[config.mk]
export PLATFORM = sky130hd
export DESIGN_NAME = race_arbiter_multi
export DESIGN_NICKNAME = d
export VERILOG_FILES = /design/src/rtl/race_arbiter_multi.sv
export SDC_FILE = /design/constraint.sdc
export NUM_CORES = 1
export LEC_CHECK = 0
export BUFFER_PORTS_ARGS = -buffer_cell sky130_fd_sc_hd__buf_2
export CAP_MARGIN = 20
export CORE_ASPECT_RATIO = 0.75
export CORE_MARGIN = 2
export CORE_UTILIZATION = 50
export CTS_BUF_LIST = sky130_fd_sc_hd__clkbuf_8
export DETAILED_ROUTE_END_ITERATION = 6
export PLACE_DENSITY_LB_ADDON = 0.25
export SYNTH_ARGS = -nofsm -noshare
export SYNTH_HDL_FRONTEND = slang
export SYNTH_SLANG_ARGS = --single-unit
[constraint.sdc]
create_clock -name clk -period 3.65 [get_ports clk]
set_clock_uncertainty 0.15 [all_clocks]
set_input_delay 0.73 -clock clk [delete_from_list [all_inputs] [get_ports clk]]
set_output_delay 0.73 -clock clk [all_outputs]
set_load 0.03 [all_outputs]
[src/rtl/race_arbiter_multi.sv]
// N-channel clocked race arbiter: arms on start, waits for racers to release, reports the first finisher.
// Optional macro RACE_ARB_SYNC_EN puts a two-flop synchronizer on every finished line (default: one flop).
module race_arbiter_multi #(
    parameter  int N_CH    = 4,
    parameter  int CNT_W   = 16,
    parameter  int TIMEOUT = 1000,
    localparam int WIN_W   = $clog2(N_CH)
) (
    input  logic             clk,
    input  logic             reset,
    input  logic             start,
    input  logic [N_CH-1:0]  finished,
    output logic             busy,
    output logic             valid,
    input  logic             ready,
    output logic [WIN_W-1:0] winner,
    output logic             tie,
    output logic             timeout,
    output logic [CNT_W-1:0] race_time
);

    typedef enum logic [1:0] {
        S_IDLE,
        S_ARMED,
        S_RACE,
        S_DONE
    } state_t;

    localparam logic [CNT_W-1:0] T_LAST = CNT_W'(TIMEOUT - 1);

    logic [N_CH-1:0] fin_s;

`ifdef RACE_ARB_SYNC_EN
    logic [N_CH-1:0] fin_meta_q;
    logic [N_CH-1:0] fin_sync_q;

    // NOTE: sequential state uses non-blocking assignments so every flop samples pre-edge values.
    always_ff @(posedge clk) begin
        if (reset) begin
            fin_meta_q <= '0;
            fin_sync_q <= '0;
        end else begin
            fin_meta_q <= finished;
            fin_sync_q <= fin_meta_q;
        end
    end

    assign fin_s = fin_sync_q;
`else
    logic [N_CH-1:0] fin_reg_q;

    // NOTE: sequential state uses non-blocking assignments so every flop samples pre-edge values.
    always_ff @(posedge clk) begin
        if (reset) begin
            fin_reg_q <= '0;
        end else begin
            fin_reg_q <= finished;
        end
    end

    assign fin_s = fin_reg_q;
`endif

    state_t           state_q,     state_d;
    logic [CNT_W-1:0] timer_q,     timer_d;
    logic [WIN_W-1:0] winner_q,    winner_d;
    logic             tie_q,       tie_d;
    logic             timeout_q,   timeout_d;
    logic [CNT_W-1:0] race_time_q, race_time_d;

    logic [WIN_W-1:0] first_idx;
    logic             multi_hit;

    // Descending scan so the lowest set index is the last assignment to stick.
    always_comb begin
        first_idx = '0;
        for (int i = N_CH - 1; i >= 0; i--) begin
            if (fin_s[i]) begin
                first_idx = WIN_W'(i);
            end
        end
    end

    // Clearing the lowest set bit leaves something only when two or more bits were set.
    assign multi_hit = |(fin_s & (fin_s - N_CH'(1)));

    // State register
    always_ff @(posedge clk) begin
        if (reset) begin
            state_q     <= S_IDLE;
            timer_q     <= '0;
            winner_q    <= '0;
            tie_q       <= 1'b0;
            timeout_q   <= 1'b0;
            race_time_q <= '0;
        end else begin
            state_q     <= state_d;
            timer_q     <= timer_d;
            winner_q    <= winner_d;
            tie_q       <= tie_d;
            timeout_q   <= timeout_d;
            race_time_q <= race_time_d;
        end
    end

    // Next-state logic
    always_comb begin
        // NOTE: every signal gets a hold default first so no path through the case infers a latch.
        state_d     = state_q;
        timer_d     = timer_q;
        winner_d    = winner_q;
        tie_d       = tie_q;
        timeout_d   = timeout_q;
        race_time_d = race_time_q;

        case (state_q)
            S_IDLE: begin
                if (start) begin
                    state_d = S_ARMED;
                    timer_d = '0;
                end
            end

            S_ARMED: begin
                if (fin_s == '0) begin
                    state_d = S_RACE;
                    timer_d = '0;
                end else if (timer_q == T_LAST) begin
                    state_d     = S_DONE;
                    winner_d    = '0;
                    tie_d       = 1'b0;
                    timeout_d   = 1'b1;
                    race_time_d = T_LAST;
                end else begin
                    timer_d = timer_q + CNT_W'(1);
                end
            end

            S_RACE: begin
                // A finish seen on the terminal cycle still counts as a finish.
                if (fin_s != '0) begin
                    state_d     = S_DONE;
                    winner_d    = first_idx;
                    tie_d       = multi_hit;
                    timeout_d   = 1'b0;
                    race_time_d = timer_q;
                end else if (timer_q == T_LAST) begin
                    state_d     = S_DONE;
                    winner_d    = '0;
                    tie_d       = 1'b0;
                    timeout_d   = 1'b1;
                    race_time_d = T_LAST;
                end else begin
                    timer_d = timer_q + CNT_W'(1);
                end
            end

            S_DONE: begin
                if (ready) begin
                    state_d = S_IDLE;
                end
            end

            default: begin
                state_d = S_IDLE;
            end
        endcase
    end

    // Outputs
    always_comb begin
        busy      = (state_q == S_ARMED) || (state_q == S_RACE);
        valid     = (state_q == S_DONE);
        winner    = winner_q;
        tie       = tie_q;
        timeout   = timeout_q;
        race_time = race_time_q;
    end

endmodule

Word-level counts from Yosys, hierarchy flattened. Index checks and enable logic that the tools add are counted.

Bits in registers: 42. Input port bits: 8. Output and inout bits: 22. Logic and storage cells: 59.

Add/sub/neg operators: 2. Equality and inequality tests: 8. Muxes and demuxes: 31. Bitwise operators: 1. Reduce and logical (&&, ||, !) cells: 10.

Operators by type and width (number): $mux 16 (7); $pmux 16 s3 (1); $pmux 16 s2 (1); $mux 2 (12); $add 16x1->16 const B (1); $eq 16x10->1 const B (1); $pmux 2 s4 (1); $mux 1 (6); $ne 2x2->1 const B (3); $and 4x4->4 (1); $eq 2x2->1 const B (2); $logic_not 4->1 (1); $pmux 1 s2 (2); $pmux 2 s2 (1); $reduce_and 2->1 (2); $reduce_bool 4->1 (1); $reduce_or 4->1 (1); $sub 4x1->4 const B (1); $reduce_and 3->1 (1); $reduce_bool 3->1 (1); $eq 2x1->1 const B (1); $logic_not 2->1 (1); $ne 2x1->1 const B (1); $reduce_bool 2->1 (1); $logic_or 1x1->1 (1).

Logic depth before layout (Yosys ltp).
Depth in word-level cells: 6. Depth in mapped cells: 8. Gate-level depth less buffers: 6.

Least setup slack after synthesis. No wires, ideal clock.

Path kind: register -> register. Start point: reg state_q[1]. End point: reg timer_q[10]. Library setup time: 0.070 ns. Arrival time: 2.063 ns. Required time: 3.430 ns. Slack: 1.367 ns. Stages on the path, launching flop included: 8. Buffers on the path: 1. Period minus slack after synthesis: 2.283 ns. Path through: dfxtp_1 > inv_1 > ha_1 > nor2b_1 > or4_4 > buf_6 > or4_1 > a21oi_1.

Longest elaborated chain between the ends: 3. Elaborated cells on any way between the ends: 8. Those cells by class: eq/ne: 4; mux: 1; reduce/logical: 3.

RTL lines: start, declared (RTL line 64) `state_t state_q, state_d;`; start signal, assigned (RTL line 97) `state_q <= state_d;`; $eq 2x2->1 (tied with other cells) (RTL line 116) `case (state_q)`; $ne 2x2->1 (no source line) or $reduce_bool 3->1 (tied branches); $reduce_and 3->1 (no source line); end signal, assigned (RTL line 98) `timer_q <= timer_d;`; end, declared (RTL line 65) `logic [CNT_W-1:0] timer_q, timer_d;`.

Several ways; a longest one is shown, not always the timed one. A chain may end at the register's enable or synchronous reset.

Worst setup path after layout.
Start point: reg state_q[0]. End point: reg timer_q[14].

The elaborated chain is that of the path after synthesis.

==> impl_metrics.yaml <==
place:
  place_congestion: 0.830
  port_buffers: 29
  dp_hpwl_mm: 3.01
  post-place-ws_ns: 1.09
die:
  num_rows: 19
  core_mm2: 0.00368
  die-area_mm2: 0.00438
  die_w_um: 75.7
  fp.dieH_um: 57.8
  start_util: 0.524
  pin_count: 30
clock_tree:
  clkSlewWorstSetupHoldPaths_ns: 0.08
  ctsResizeCount: 0
  cts_tree: "built"
  post_cts_buffers: 0
  cts_hold_buf: 0
  clock-root-buffer: "clkbuf_8"
  clk_path_buf_depth: 2
  cts_sinks: 42
  clock_latency_ns: 0.30
  htree_levels: 2
  cts_made_buffers: 5
layout:
  syn2layout_area_growth_pct: 13.2
  num-nets-final: 243
  num_antenna_cells: 0
  drive_gt1_frac: 0.217
grt:
  antenna_found_initial: 0
  grt_pass1_vias: 1513
  grt_max_degree: 22
  grt_use_total: 0.225
  grt_pass1_wl_mm: 7.39
  grt-ovfl-total: 0
synthesis:
  ys_types: 43
  synth_edf_count: 0
  syn_area_mm2: 0.00193
  synth_cells: 204
  yosysSeqAreaShare: 0.436
  syn-num-nets: 218
  ys.warnings.count: 0
  ys_async_sr_fraction: 0
  synthFlopType: "dfxtp_1"
  avgSynthCellArea_um2: 9.46
  ys_ff_latch: 42
critical_path:
  end_kind: "register"
  cp_data_arrival_time_ns: 2.64
  crit_fanout: 21
  cp-start-kind: "register"
  ff2ff_setup_slack_ns: 1.08
  critPathBufInv: 1
  cp_top_family: "simple AND/OR/NAND/NOR gates"
  cp_cell_sequence: "inv_1 -> ha_1 -> o41a_1 -> or4_4 -> or4_1 -> a21oi_1"
  worstPathRequired_ns: 3.73
  path_class: "register to register"
  crit_slowest_cell: "or4_4"
  critical_path.max_stage_delay_ns: 0.62
power_and_ir_drop:
  power_density_mw_per_mm2: 393
  peakVddDrop_mv: 0.325
  leakagePower_nw: 0.823
route:
  ant_nets: 0
  vias: 1682
  drc: 0
  wirelength_mm: 4.29
  post_drt_wl_per_cell_um: 15.2
  drtPass1Iterations: 4
  drt-initial-drc-count: 92
  drt-vias-per-instance: 5.96
timing:
  rsz0062_at_grt: "false"
  tightestPinTransition_ns: 0.552
  timing.hold.ws_ns: 0.309
  hold_violations: 0
  fmax_mhz: 390
  drv_slew: 0
  slew_headroom: 0.632
  worst_slack_ns: 1.08
  tns_ns: 0
  finalSetupViolations: 0
  finalCriticalPeriod_ns: 2.57
  finalCritPeriodShare: 0.703
run_status:
  status: "complete, no violations"
hold_path:
  hp-class: "register to register"
run:
  drv_cap: 0
==> worst register-to-register path, stage by stage, from the launching register on <==
cell and delay [ns]:
dfxtp_1 0.37, inv_1 0.10, ha_1 0.35, o41a_1 0.21, or4_4 0.62, or4_1 0.53, a21oi_1 0.16
==> state kept, by name, indices dropped and copies added, names as in the netlist <==
register	count
state_q	2
timer_q	16
winner	2
fin_reg_q	4
race_time	16
timeout	1
tie	1
==> per-stage QoR <==
stage               total power [mW]  std cells  utilization  cell area, µm²
floorplan                      0.554        204            -            1930
global placement               0.573        274        0.569            2100
detailed placement             0.575        274        0.569            2100
CTS                            0.864        282        0.593            2180
global route                   0.899        282        0.593            2180
finish                         0.858        282        0.593            2180
==> cell usage after synthesis (all sizes together) (2+ instances only) <==
cell | count | share of area
dfxtp | 42 | 0.44
a21oi | 18 | 0.047
o21ai | 13 | 0.036
or4 | 13 | 0.053
clkbuf | 10 | 0.019
nand3 | 9 | 0.023
a22o | 8 | 0.036
nand2 | 8 | 0.016
o221a | 8 | 0.047
o31ai | 8 | 0.031
inv | 7 | 0.014
ha | 6 | 0.039
nand4 | 5 | 0.016
nor2b | 5 | 0.016
or3 | 5 | 0.016
nor2 | 4 | 0.0078
and3 | 3 | 0.0097
buf | 3 | 0.014
nor4 | 3 | 0.0097
a221oi | 2 | 0.0091
and4 | 2 | 0.0091
nor3b | 2 | 0.0078
o32ai | 2 | 0.0091
o41a | 2 | 0.012
==> layer usage <==
layer | vias up | track usage | wire length (µm)
li1 | 858 | - | -
met1 | 787 | 0.360 | 2350
met2 | 29 | 0.287 | 1710
met3 | 8 | 0.0487 | 150
met4 | 0 | 0.0902 | 74
met5 | - | 0 | 0
==> worst paths after layout <==
kind | from | end | depth (start not counted)
max reg2reg | state_q[0] | timer_q[14] | 6
max | state_q[0] | timer_q[14] | 6
min | timeout | timeout | 2
min reg2reg | timeout | timeout | 2
==> final cells by class <==
cell class | count | area (µm²)
Multi-Input combinational cell | 142 | 1010
Fill cell | 343 | 1500
Clock buffer | 5 | 68.8
Inverter | 7 | 26.3
Timing Repair Buffer | 31 | 160
Sequential cell | 42 | 841
Clock inverter | 3 | 17.5
Tap cell | 52 | 65.1
==> cells in the final DEF (no fill, tap or decap), drive strengths merged, types with 9 or more instances in the layout <==
cell / synthesis / final
dfxtp: 42 / 42
buf: 3 / 31
a21oi: 18 / 18
or4: 13 / 13
o21ai: 13 / 13
nand3: 9 / 9
==> power by group <==
| part | switching [mW] | leakage, nW | internal, mW |
|---|---|---|---|
| Clock | 0.161 | 0.0493 | 0.132 |
| Combinational | 0.0564 | 0.434 | 0.0324 |
| Sequential | 0.0103 | 0.340 | 0.466 |
| Total | 0.228 | 0.823 | 0.630 |
==> cell families (layout without fill, tap and decap cells) <==
family,count (synthesis),count (layout),synth area share
AOI/OAI and AO/OA,70,70,0.267
and+or+nand+nor,63,63,0.197
DFF,42,42,0.436
buffers and inverters,20,46,0.0467
adders and majority gates,7,7,0.0441
xor gates and xnor gates,1,1,0.00454
muxes,1,1,0.00519
Note: power is estimated with default switching activity, not from simulation.
